==> config.mk <==
export PLATFORM = sky130hd
export DESIGN_NAME = uart_debug_tx
export DESIGN_NICKNAME = d
export VERILOG_FILES = /design/src/rtl/uart_debug_pkg.sv /design/src/rtl/uart_debug_fifo.sv /design/src/rtl/uart_debug_tx.sv
export SDC_FILE = /design/constraint.sdc
export NUM_CORES = 1
export LEC_CHECK = 0
export ABC_AREA = 1
export BUFFER_PORTS_ARGS = -buffer_cell sky130_fd_sc_hd__buf_2
export CAP_MARGIN = 5
export CORE_UTILIZATION = 50
export DETAILED_ROUTE_END_ITERATION = 7
export HOLD_SLACK_MARGIN = 0.05
export PLACE_DENSITY = 0.76
export SETUP_SLACK_MARGIN = 0.5
export SLEW_MARGIN = 5
export SYNTH_ARGS = -nofsm -noshare
export SYNTH_HDL_FRONTEND = slang
export SYNTH_SLANG_ARGS = --single-unit
==> constraint.sdc <==
create_clock -name clk -period 2.35 [get_ports clk]
set_input_delay 0.1175 -clock clk [delete_from_list [all_inputs] [get_ports clk]]
set_output_delay 0.1175 -clock clk [all_outputs]
set_load 0.03 [all_outputs]
==> src/rtl/uart_debug_pkg.sv <==
// ---------------------------------------------------------------------------
// uart_debug_pkg : types and helpers shared by the UART debug tx/rx sides.
// Rev 1.0
// ---------------------------------------------------------------------------
`default_nettype none

package uart_debug_pkg;

  localparam int FRAME_W = 9;

  typedef enum logic [2:0] {
    IDLE   = 3'd0,
    START  = 3'd1,
    DATA   = 3'd2,
    PARITY = 3'd3,
    STOP   = 3'd4
  } tx_state_t;

  function automatic int clks_per_bit(input int clk_freq, input int baud);
    return clk_freq / baud;
  endfunction

endpackage

`default_nettype wire

==> src/rtl/uart_debug_fifo.sv <==
// ---------------------------------------------------------------------------
// uart_debug_fifo : synchronous frame FIFO, power-of-two depth.
// Rev 1.0
// ---------------------------------------------------------------------------
`default_nettype none

module uart_debug_fifo #(
  parameter int WIDTH = 9,
  parameter int DEPTH = 4
) (
  input  logic                       clk,
  input  logic                       rst,
  input  logic                       push,
  input  logic [WIDTH-1:0]           wdata,
  input  logic                       pop,
  output logic [WIDTH-1:0]           rdata,
  output logic                       full,
  output logic                       empty,
  output logic [$clog2(DEPTH):0]     count
);

  localparam int PTR_W = $clog2(DEPTH);
  localparam int CNT_W = PTR_W + 1;

  logic [WIDTH-1:0] mem [DEPTH];
  logic [PTR_W-1:0] wr_ptr;
  logic [PTR_W-1:0] rd_ptr;
  logic             do_push;
  logic             do_pop;

  assign full    = (count == CNT_W'(DEPTH));
  assign empty   = (count == '0);
  assign do_push = push && !full;
  assign do_pop  = pop && !empty;
  assign rdata   = mem[rd_ptr];

  always_ff @(posedge clk or negedge rst) begin
    if (!rst) begin
      wr_ptr <= '0;
      rd_ptr <= '0;
      count  <= '0;
    end else begin
      if (do_push) wr_ptr <= wr_ptr + 1'b1;
      if (do_pop)  rd_ptr <= rd_ptr + 1'b1;
      case ({do_push, do_pop})
        2'b10:   count <= count + 1'b1;
        2'b01:   count <= count - 1'b1;
        default: count <= count;
      endcase
    end
  end

  // Storage carries no reset; only the pointers define what is valid.
  always_ff @(posedge clk) begin
    if (do_push) mem[wr_ptr] <= wdata;
  end

endmodule

`default_nettype wire

==> src/rtl/uart_debug_tx.sv <==
// ---------------------------------------------------------------------------
// uart_debug_tx : buffers 9-bit debug frames and serialises them as
// start, 8 data bits LSB first, parity bit, stop.  Rev 1.0
// ---------------------------------------------------------------------------
`default_nettype none

module uart_debug_tx
  import uart_debug_pkg::*;
#(
  parameter int CLK_FREQ   = 100_000_000,
  parameter int BAUD       = 115200,
  parameter int FIFO_DEPTH = 4
) (
  input  logic               clk,
  input  logic               rst,
  input  logic [FRAME_W-1:0] frame,
  input  logic               frame_valid,
  output logic               frame_ready,
  output logic               tx,
  output logic               busy,
  output logic               overflow
);

  localparam int CLKS_PER_BIT = clks_per_bit(CLK_FREQ, BAUD);
  localparam int CNT_W        = (CLKS_PER_BIT > 1) ? $clog2(CLKS_PER_BIT) : 1;
  localparam int FCNT_W       = $clog2(FIFO_DEPTH) + 1;
  localparam logic [CNT_W-1:0] BIT_LAST = CNT_W'(CLKS_PER_BIT - 1);

  tx_state_t          state;
  logic [CNT_W-1:0]   baud_cnt;
  logic [2:0]         bit_idx;
  logic [7:0]         shift;
  logic               parity;

  logic               full;
  logic               empty;
  logic [FCNT_W-1:0]  count;
  logic [FRAME_W-1:0] head;
  logic               push;
  logic               pop;
  logic               bit_end;

  assign frame_ready = !full;
  assign push        = frame_valid && !full;
  assign bit_end     = (baud_cnt == BIT_LAST);
  // The head leaves the FIFO on the same edge it is loaded into the shifter.
  assign pop         = !empty && ((state == IDLE) || (state == STOP && bit_end));
  assign busy        = (state != IDLE) || (count != '0);

  uart_debug_fifo #(
    .WIDTH (FRAME_W),
    .DEPTH (FIFO_DEPTH)
  ) u_fifo (
    .clk   (clk),
    .rst   (rst),
    .push  (push),
    .wdata (frame),
    .pop   (pop),
    .rdata (head),
    .full  (full),
    .empty (empty),
    .count (count)
  );

  always_ff @(posedge clk or negedge rst) begin
    if (!rst) begin
      state    <= IDLE;
      baud_cnt <= '0;
      bit_idx  <= '0;
      shift    <= '0;
      parity   <= 1'b0;
      tx       <= 1'b1;
      overflow <= 1'b0;
    end else begin
      overflow <= frame_valid && full;
      case (state)
        IDLE: begin
          baud_cnt <= '0;
          if (!empty) begin
            shift  <= head[7:0];
            parity <= head[8];
            tx     <= 1'b0;
            state  <= START;
          end
        end
        START: begin
          if (bit_end) begin
            baud_cnt <= '0;
            bit_idx  <= '0;
            tx       <= shift[0];
            state    <= DATA;
          end else begin
            baud_cnt <= baud_cnt + 1'b1;
          end
        end
        DATA: begin
          if (bit_end) begin
            baud_cnt <= '0;
            shift    <= shift >> 1;
            if (bit_idx == 3'd7) begin
              tx    <= parity;
              state <= PARITY;
            end else begin
              tx      <= shift[1];
              bit_idx <= bit_idx + 1'b1;
            end
          end else begin
            baud_cnt <= baud_cnt + 1'b1;
          end
        end
        PARITY: begin
          if (bit_end) begin
            baud_cnt <= '0;
            tx       <= 1'b1;
            state    <= STOP;
          end else begin
            baud_cnt <= baud_cnt + 1'b1;
          end
        end
        STOP: begin
          if (bit_end) begin
            baud_cnt <= '0;
            if (!empty) begin
              shift  <= head[7:0];
              parity <= head[8];
              tx     <= 1'b0;
              state  <= START;
            end else begin
              state <= IDLE;
            end
          end else begin
            baud_cnt <= baud_cnt + 1'b1;
          end
        end
        default: begin
          baud_cnt <= '0;
          tx       <= 1'b1;
          state    <= IDLE;
        end
      endcase
    end
  end

endmodule

`default_nettype wire

== Yosys cells after proc, flatten, opt, wreduce, memory -nomap -nowiden ==
Memories as Yosys holds them, arrays and structs flattened.
Cells that the tools add are included.
Storage, ports and cells
  memories: 1
  input port bits: 12
  register bits after elaboration: 34
  memory bits (writable): 36
  output and inout port bits: 4
Cells by class
  add/sub/neg operators: 6
  reduce and logical (&&, ||, !) cells: 24
  multiplexer cells: 31
  eq/ne operators: 16
Memories
  u_fifo.mem: words 4, width 9, read ports 1, clocked after Yosys merged registers in 0, write ports 1, line uart_debug_fifo.sv:25  | logic [WIDTH-1:0] mem [DEPTH];
Operators by type and width (number)
  $mux 3: 9
  $mux 8: 3
  $pmux 8 s3: 1
  $mux 10: 2
  $pmux 3 s5: 1
  $ne 2x2->1 const B: 7
  $pmux 3 s2: 2
  $mux 1: 11
  $add 10x1->10 const B: 1
  $eq 10x10->1 const B: 1
  $eq 3x3->1 const B: 3
  $reduce_bool 3->1: 3
  $reduce_and 4->1: 2
  $add 3x1->3 const B: 2
  $eq 3x2->1 const B: 2
  $logic_and 1x1->1: 6
  $logic_not 3->1: 2
  $reduce_and 6->1: 1
  $reduce_bool 2->1: 3
  $pmux 1 s5: 1
  $add 2x1->2 const B: 2
  $reduce_or 4->1: 1
  $eq 3x1->1 const B: 1
  $reduce_and 3->1: 1
  7 further kinds: 9

== Depth between registers and ports, before layout ==
Gate-level depths: netlist (run 1).
  depth after elaboration: 7
  gate-level depth with buffers: 13
  gate-level depth less buffers: 13

== By module ==
Synthesis (run 1) repeated with hierarchy kept, for this count alone.
Second synthesis, totals
  cell total of the unflattened synthesis: 371
  area, all modules: 3555.9 um2
By module, submodules not included
  uart_debug_fifo: times used 1, area an instance 1995.7 um2, sequential area each 1256.2 um2, cells an instance 166
  uart_debug_tx: times used 1, area an instance 1560.2 um2, sequential area each 676.9 um2, cells an instance 205

== Worst setup path after synthesis (run 1) ==
No wires, ideal clock.
  path kind: flip-flop to flip-flop
  start: register baud_cnt[0]
  end: register u_fifo.count[2]
  slack: 0.135 ns
  cell stages (with the launch flop): 14
  clock period less this slack: 2.215 ns
  setup time: 0.131 ns
  arrival: 2.084 ns
  buffers on the path: 0
  required time: 2.219 ns
  path through: dfrtp_1 -> ha_1 -> nand2_1 -> nor2_1 -> nand3_4 -> nand2_2 -> nand2_1 -> inv_1 -> ha_1 -> inv_1 -> fa_1 -> a21oi_1 -> o21ai_0 -> xor2_1
Between the ends
  longest elaborated chain between the ends: 7
  elaborated cells between the ends (all ways): 9
  classes of those cells: eq/ne (3); mux (1); reduce/logical (5)
RTL lines
  start, declared: line uart_debug_tx.sv:30  | logic [CNT_W-1:0] baud_cnt;
  start signal, assigned: line uart_debug_tx.sv:93  | baud_cnt <= baud_cnt + 1'b1;
  start signal, assigned: line uart_debug_tx.sv:108  | baud_cnt <= baud_cnt + 1'b1;
  start signal, assigned: line uart_debug_tx.sv:117  | baud_cnt <= baud_cnt + 1'b1;
  $eq 10x10->1 (*): line uart_debug_tx.sv:45  | assign bit_end = (baud_cnt == BIT_LAST);
  $logic_and 1x1->1 (*): line uart_debug_tx.sv:47  | assign pop = !empty && ((state == IDLE) || (state == STOP && bit_end));
  $logic_or 1x1->1 (*): line uart_debug_tx.sv:47
  $logic_and 1x1->1 (*): line uart_debug_tx.sv:47
  $logic_and 1x1->1 (*): line uart_debug_fifo.sv:34  | assign do_pop = pop && !empty;
  net u_fifo.do_pop: line uart_debug_fifo.sv:29  | logic do_pop;
  $eq 2x1->1 or $eq 2x2->1 (tied branches): line uart_debug_fifo.sv:45  | case ({do_push, do_pop})
  $pmux 3 s2 or $reduce_bool 2->1 (tied branches)
  end signal, assigned: line uart_debug_fifo.sv:46  | 2'b10: count <= count + 1'b1;
  end signal, assigned: line uart_debug_fifo.sv:47  | 2'b01: count <= count - 1'b1;
  end signal, assigned: line uart_debug_fifo.sv:48  | default: count <= count;
  end, declared: line uart_debug_fifo.sv:19  | output logic [$clog2(DEPTH):0] count
The timed path passes the listed nets; every way through them passes the cells marked *.
A chain may end at the register's enable or synchronous reset.

== Worst setup path in the final report (run 1) ==
  start: register baud_cnt[1]
  end: register u_fifo.count[2]
Same word-level chain as after synthesis.

==> results.md, run 1 <==
* Status: completed
* CP endpoint kind: flop
* Initial Util at 51.9%
* Clk sinks at 70
* Setup tns final at 0 ps
* I/O pin count at 16
* Synth unique cells at 32
* Clock Latency Late Sink at 340 ps
* HPWL Detailed at 4020 µm
* #FFs+latches synth at 70
* Critical Path RT at 2570 ps
* CTS Buffer Depth at 2
* Clock skew at 9.53 ps
* Pre-CTS setup slack at 117 ps
* Slowest stage delay, CP at 410 ps
* Drt drc at 0
* Die width at 83.2 µm
* Antenna cells at 0
* Setup ws final at 386 ps
* Total of max-cap violations at 0
* Crit-path slowest cell: dfrtp_1
* Die area at 0.00691 mm²
* Pin count of the biggest net entering global routing at 35
* Routed WL per cell at 13.4 µm
* Layout cells sized above 1 at 23.3%
* Layout area overhead at 20.1%
* Post-route minimum period at 1960 ps
* I/O Buffers at 15
* Synth Instances at 339
* Global-route wire length before repair at 10400 µm
* TritonCTS Buffers at 9
* Final total power at 3.06 mW
* Final setup violation count at 0
* Die span in y at 83.2 µm
* RSZ-0062 raised after global routing: yes
* Antenna violations before repair at 0
* Clock transition at path regs at 80 ps
* WP buf/inv at 2
* GRT overflow at 0
* Tcrit/Tclk final at 83.6%
* Cell breakdown of the critical path: ha_4, nand2_4, nor2_4, nand3_4, nand2_4, nand2_4, inv_4, ha_4, inv_4, fa_2, a21oi_2, o21ai_1, xor2_1
* RePlAce Congestion at 0.808
* Routed vias at 2340
* Worst hold path class: primary input to asynchronous set/reset pin
* Worst vdd ir at 0.549 mV
* Seq/Total Area, Yosys at 58.7%
* First-pass detailed-route iteration total at 4
* Final wirelength at 6260 µm
* Synth Cell Area at 0.00329 mm²
* Static leakage at 1.77 nW
* Yosys warns at 0
* Post-Syn Nets at 360
* Clock root buffer: clkbuf_8
* Nets at 407
* Top cell family by delay on the critical path: adder cells
* H-tree depth at 3
* Number of global-route vias before repair at 2302
* Average cell area after synthesis at 9.71 µm²
* Final core utilization at 62.3%
* Power density cells at 774 mW/mm²
* Pins Over Slew Limit at 0
* WS Path Type: flop to flop
* Worst Tran Pin Value at 777 ps
* Gr usage total at 19.6%
* Remaining antenna violation count at 0
* Max Fanout on Critical Path at 3
* CP Launch Type: flop
* Via-to-Cell Ratio at 5.00
* Slew headroom at 48.2%
* Fmax at 509 MHz
* Final hold violation count at 0
* Arrival @ worst endpoint at 2180 ps
* Most used cell, CP: nand2_4
* CTS tree: done
* Initial drt markers at 194
* Core area at 0.00635 mm²
* FP Rows at 29
==> metal layers <==
metal  part of all wire [%]  up-vias  global-route usage, %
li1                       -     1191                      -
met1                     45     1091                   24.5
met2                     50       52                   32.9
met3                    3.8        6                   4.27
met4                   0.96        0                   8.15
met5                      0        -                      0
==> area by class of cell <==
type	count	area (µm²)
multi-input cells	231	1270
inverters	32	125
clock inverters	6	93.8
clock buffers	10	128
flip-flops and latches	70	1940
fillers	505	2400
repair buffers	42	305
well taps	77	96.3
==> logic make-up after synthesis <==
| group | after synthesis | synth area share, % |
|---|---|---|
| adders and majority gates | 9 | 3.65 |
| AOI/OAI and AO/OA | 11 | 1.79 |
| and+or+nand+nor | 202 | 28.5 |
| xor gates and xnor gates | 9 | 2.39 |
| buffers and inverters | 38 | 5.01 |
| DFF | 70 | 58.7 |
==> power by group <==
part | internal (mW) | switching (mW)
clock network | 0.605 | 0.462
registers | 1.47 | 0.0549
logic | 0.167 | 0.297
total | 2.25 | 0.814
==> sequential cells by signal, summed over array words and instances (netlist names) <==
name and flops:
parity 1, u_fifo.wr_ptr 2, u_fifo.mem 36, u_fifo.count 3, bit_idx 3, tx 1
u_fifo.rd_ptr 2, shift 8, overflow 1, baud_cnt 10, state 3
==> placed cells by master (no fill, tap or decap), types with 7 or more instances in the layout <==
master,netlist,routed
nor2_1,24,23
buf_2,3,15
dlygate4sd3_1,0,11
xor2_1,7,7
buf_4,0,16
edfxtp_1,36,36
clkbuf_8,0,9
nand2_1,107,103
nand2_2,7,8
inv_1,28,25
nand3_1,43,42
dfrtp_1,33,30
==> synth_stat cells, drive strengths merged <==
| cell type | count | share of area (%) |
|---|---|---|
| nand3 | 46 | 7.9 |
| a21oi | 5 | 0.76 |
| buf | 5 | 1.3 |
| nand3b | 1 | 0.23 |
| dfstp | 1 | 0.80 |
| ha | 8 | 3.0 |
| clkinv | 1 | 0.11 |
| xnor2 | 2 | 0.53 |
| nor3b | 1 | 0.23 |
| o21ai | 6 | 1.0 |
| dfrtp | 33 | 25 |
| nand2 | 117 | 15 |
| xor2 | 7 | 1.9 |
| nor3 | 3 | 0.76 |
| or2 | 1 | 0.19 |
| edfxtp | 36 | 33 |
| fa | 1 | 0.61 |
| nand4 | 1 | 0.19 |
| clkbuf | 1 | 0.11 |
| inv | 31 | 3.5 |
| nor2 | 32 | 4.4 |
==> worst paths after layout <==
| check | from | endpoint | slack, ps | cells after the start |
|---|---|---|---|---|
| max in group asynchronous | rst | state[1] | 1410 | 2 |
| setup / recovery | baud_cnt[1] | u_fifo.count[2] | 390 | 13 |
| min in group clk | tx | tx | 480 | 2 |
| hold / removal | rst | shift[7] | 400 | 2 |
| hold reg to reg | tx | tx | 480 | 2 |
| setup reg to reg | baud_cnt[1] | u_fifo.count[2] | 390 | 13 |
==> metrics by stage <==
| stage | std cells | hold slack, ps | cell area [µm²] |
|---|---|---|---|
| floorplan | 339 | -178 | 3330 |
| global placement | 430 | 245 | 3490 |
| detailed placement | 430 | 242 | 3490 |
| CTS | 463 | 414 | 3900 |
| global route | 468 | 459 | 3950 |
| finish | 468 | 395 | 3950 |
==> repair_timing <==
item / CTS / global route
pin swaps: 6 / 3
buffers inserted: 6 / 5
endpoints found under the hold margin: 70 / 0
hold buffers: 11 / 0
resized for setup: 9 / 5
endpoints found under the setup margin: 2 / 2
No activity file was read; power rests on OpenSTA's default activity.
==> inputs of run 2 (changes only) <==
--- a/config.mk
+++ b/config.mk
@@ -11,7 +11,7 @@
 export CORE_UTILIZATION = 50
 export DETAILED_ROUTE_END_ITERATION = 7
 export HOLD_SLACK_MARGIN = 0.05
-export PLACE_DENSITY = 0.76
+export PLACE_DENSITY = 0.73
 export SETUP_SLACK_MARGIN = 0.5
 export SLEW_MARGIN = 5
 export SYNTH_ARGS = -nofsm -noshare
==> constraint.sdc (replaced) <==
create_clock -name clk -period 1.9 [get_ports clk]
set_input_delay 0.095 -clock clk [delete_from_list [all_inputs] [get_ports clk]]
set_output_delay 0.095 -clock clk [all_outputs]
set_load 0.03 [all_outputs]
==> run 2 against run 1 <==
Effect of this change:
- setup slack got worse by 460 ps
- highest routed layer unchanged
- global-route usage rose by 1.4 points
- the run now ends with setup timing left
- routed wire length rose by 15%
- final area rose by 8.6%
- largest power group unchanged
- die area did not move
- power rose by 30%
- sequential share of layout area fell by 4.0 points
- first-iteration DRC count rose by 1.0%
==> results.md, run 2 (synthesized netlist as in run 1, its figures left out) <==
* Crit-path slowest cell: dfrtp_1
* Global-route wire length before repair at 11300 µm (+8.0%)
* Slew headroom at 47.1% (-1.1 points)
* Die width at 83.2 µm (unchanged)
* Arrival @ worst endpoint at 2210 ps (+30 ps)
* Remaining antenna violation count at 0 (unchanged)
* Power density cells at 929 mW/mm² (+20%)
* Most used cell, CP: nand2_4
* Antenna cells at 0 (unchanged)
* CTS tree: done
* HPWL Detailed at 4290 µm (+6.7%)
* Critical Path RT at 2130 ps (-440 ps)
* First-pass detailed-route iteration total at 4 (unchanged)
* CP endpoint kind: flop
* Clock transition at path regs at 80 ps (about the same)
* Clk sinks at 70 (unchanged)
* Cells after DPL at 451 (+4.9%)
* Largest register by flop count: u_fifo.mem
* R2r setup slk at -80 ps (-460 ps)
* CP Launch Type: flop
* Largest regs: u_fifo.mem (36), baud_cnt (10), shift (8)
* Routed WL per cell at 14.7 µm (+9.7%)
* Status: finished with violations
* Initial drt markers at 196 (+1.0%)
* RSZ-0062 raised after global routing: yes
* R2R Path Start: baud_cnt[1]
* Worst reg-to-reg path cell count at 13 (unchanged)
* Routed vias at 2544 (+8.7%)
* Core area at 0.00635 mm² (unchanged)
* Worst Setup SP: baud_cnt[1]
* Max Fanout on Critical Path at 2 (-1)
* Worst vdd ir at 0.886 mV (+62%)
* Worst hold path class: primary input to flop
* Highest-count cells in the layout ignoring fill and taps: nand2_1, nand3_1, edfxtp_1
* GRT overflow at 0 (unchanged)
* Layout area overhead at 30.4%
* Cell breakdown of the critical path: ha_2, nand2_2, nor2_4, nand3_4, nand2_4, nand2_4, inv_2, ha_4, inv_4, fa_2, a21oi_1, o21ai_1, xor2_1
* Reg-to-reg endpoint: u_fifo.count[2]
* Antenna violations before repair at 0 (unchanged)
* Design area at 0.00429 mm² (+8.6%)
* Drt drc at 0 (unchanged)
* Pin count of the biggest net entering global routing at 35 (unchanged)
* Via-to-Cell Ratio at 5.19 (+3.8%)
* Final hold violation count at 0 (unchanged)
* Final core utilization at 67.6% (+5.4 points)
* Pre-CTS setup slack at -104 ps (-221 ps)
* Final setup violation count at 1 (+1)
* Setup ws final at -78.5 ps (-464 ps)
* Clock Latency Late Sink at 350 ps (about the same)
* Number of global-route vias before repair at 2426 (+5.4%)
* Gr usage total at 20.9% (+1.4 points)
* Fmax at 505 MHz (-0.71%)
* Layout cells sized above 1 at 31.7% (+8.4 points)
* Fillcell total at 458 (-9.3%)
* Most common cell after layout, fill and taps aside: nand2_1
* Worst setup path endpoint: u_fifo.count[2]
* Failing checks: setup timing
* Final total power at 3.99 mW (+30%)
* Placed Instance Area at 0.00365 mm² (+4.5%)
* Static leakage at 1.91 nW (+7.7%)
* Worst Tran Pin Value at 793 ps (+16.2 ps)
* Clock skew at 7.20 ps (-2.33 ps)
* Slowest stage delay, CP at 360 ps (-50 ps)
* Die area at 0.00691 mm² (unchanged)
* Initial Util at 51.9% (unchanged)
* Pins Over Slew Limit at 0 (unchanged)
* Die span in y at 83.2 µm (unchanged)
* Tcrit/Tclk final at 104% (+21 points)
* Nets at 429 (+5.4%)
* RePlAce Congestion at 0.781 (-3.3%)
* TritonCTS Buffers at 9 (unchanged)
* Post-route minimum period at 1980 ps (+14.1 ps)
* H-tree depth at 3 (unchanged)
* I/O pin count at 16 (unchanged)
* Clock root buffer: clkbuf_8
* Post-route insts no fill at 490 (+4.7%)
* Hold Crit Depth at 4
* Final wirelength at 7190 µm (+15%)
* FP Rows at 29 (unchanged)
* WS Path Type: flop to flop
* Total of max-cap violations at 0 (unchanged)
* CTS Buffer Depth at 2 (unchanged)
* Max FFs per register at 36 (unchanged)
* I/O Buffers at 15 (unchanged)
==> run 2: worst min-delay path by stage <==
stage / from / to / slack [ps]
6_report: frame_valid / u_fifo.wr_ptr[0] / 190
5_1_grt: frame_valid / u_fifo.wr_ptr[0] / 210
4_1_cts: frame_valid / u_fifo.count[1] / 210
3_5_place_dp: rst / baud_cnt[5] / 220
3_3_place_gp: rst / shift[4] / 220
2_1_floorplan: rst / baud_cnt[0] / -200
==> run 2: where the power goes <==
part	internal (mW)	total [mW]	switching [mW]
sequential	1.82	1.90	0.0810
combinational	0.305	0.751	0.445
clock	0.743	1.33	0.590
==> run 2: metal layers <==
metal / share of wire (%) / vias up / track usage, %
li1: - / 1241 / -
met1: 42 / 1225 / 26.8
met2: 52 / 59 / 35.6
met3: 3.9 / 19 / 3.08
met4: 2.8 / 0 / 8.62
met5: 0 / - / 0
==> run 2: worst max-delay path: cells and delay by family, from the launching register on <==
| kind | cells | cell delay (ps) |
|---|---|---|
| adders and majority gates | 3 | 660 |
| and+or+nand+nor | 5 | 380 |
| DFF | 1 | 360 |
| AOI/OAI and AO/OA | 2 | 220 |
| xor gates and xnor gates | 1 | 150 |
| buffers and inverters | 2 | 100 |
==> run 2: what timing repair did <==
| action | in CTS | in global routing |
|---|---|---|
| pin swaps | 14 | 5 |
| hold buffers | 11 | 0 |
| cloned | 2 | 3 |
| endpoints found under the setup margin | 63 | 58 |
| endpoints found under the hold margin | 70 | 0 |
| buffers inserted | 5 | 2 |
| resized for setup | 18 | 36 |
==> run 2: metrics by stage <==
| step | TNS (ps) | hold WS [ps] |
|---|---|---|
| floorplan | -229 | -201 |
| global placement | -51.7 | 223 |
| detailed placement | -104 | 223 |
| CTS | -79.1 | 210 |
| global route | -206 | 207 |
| finish | -78.5 | 194 |
==> run 2: final cells by class <==
class                           instances  area, µm²  share of cell area (%)
Clock buffer                            9        124                    2.88
Clock inverter                          7       97.6                    2.27
Inverter                               32        126                    2.94
Multi-Input combinational cell        234       1420                    33.2
Sequential cell                        70       1930                    45.0
Tap cell                               77       96.3                    2.24
Timing Repair Buffer                   61        493                    11.5
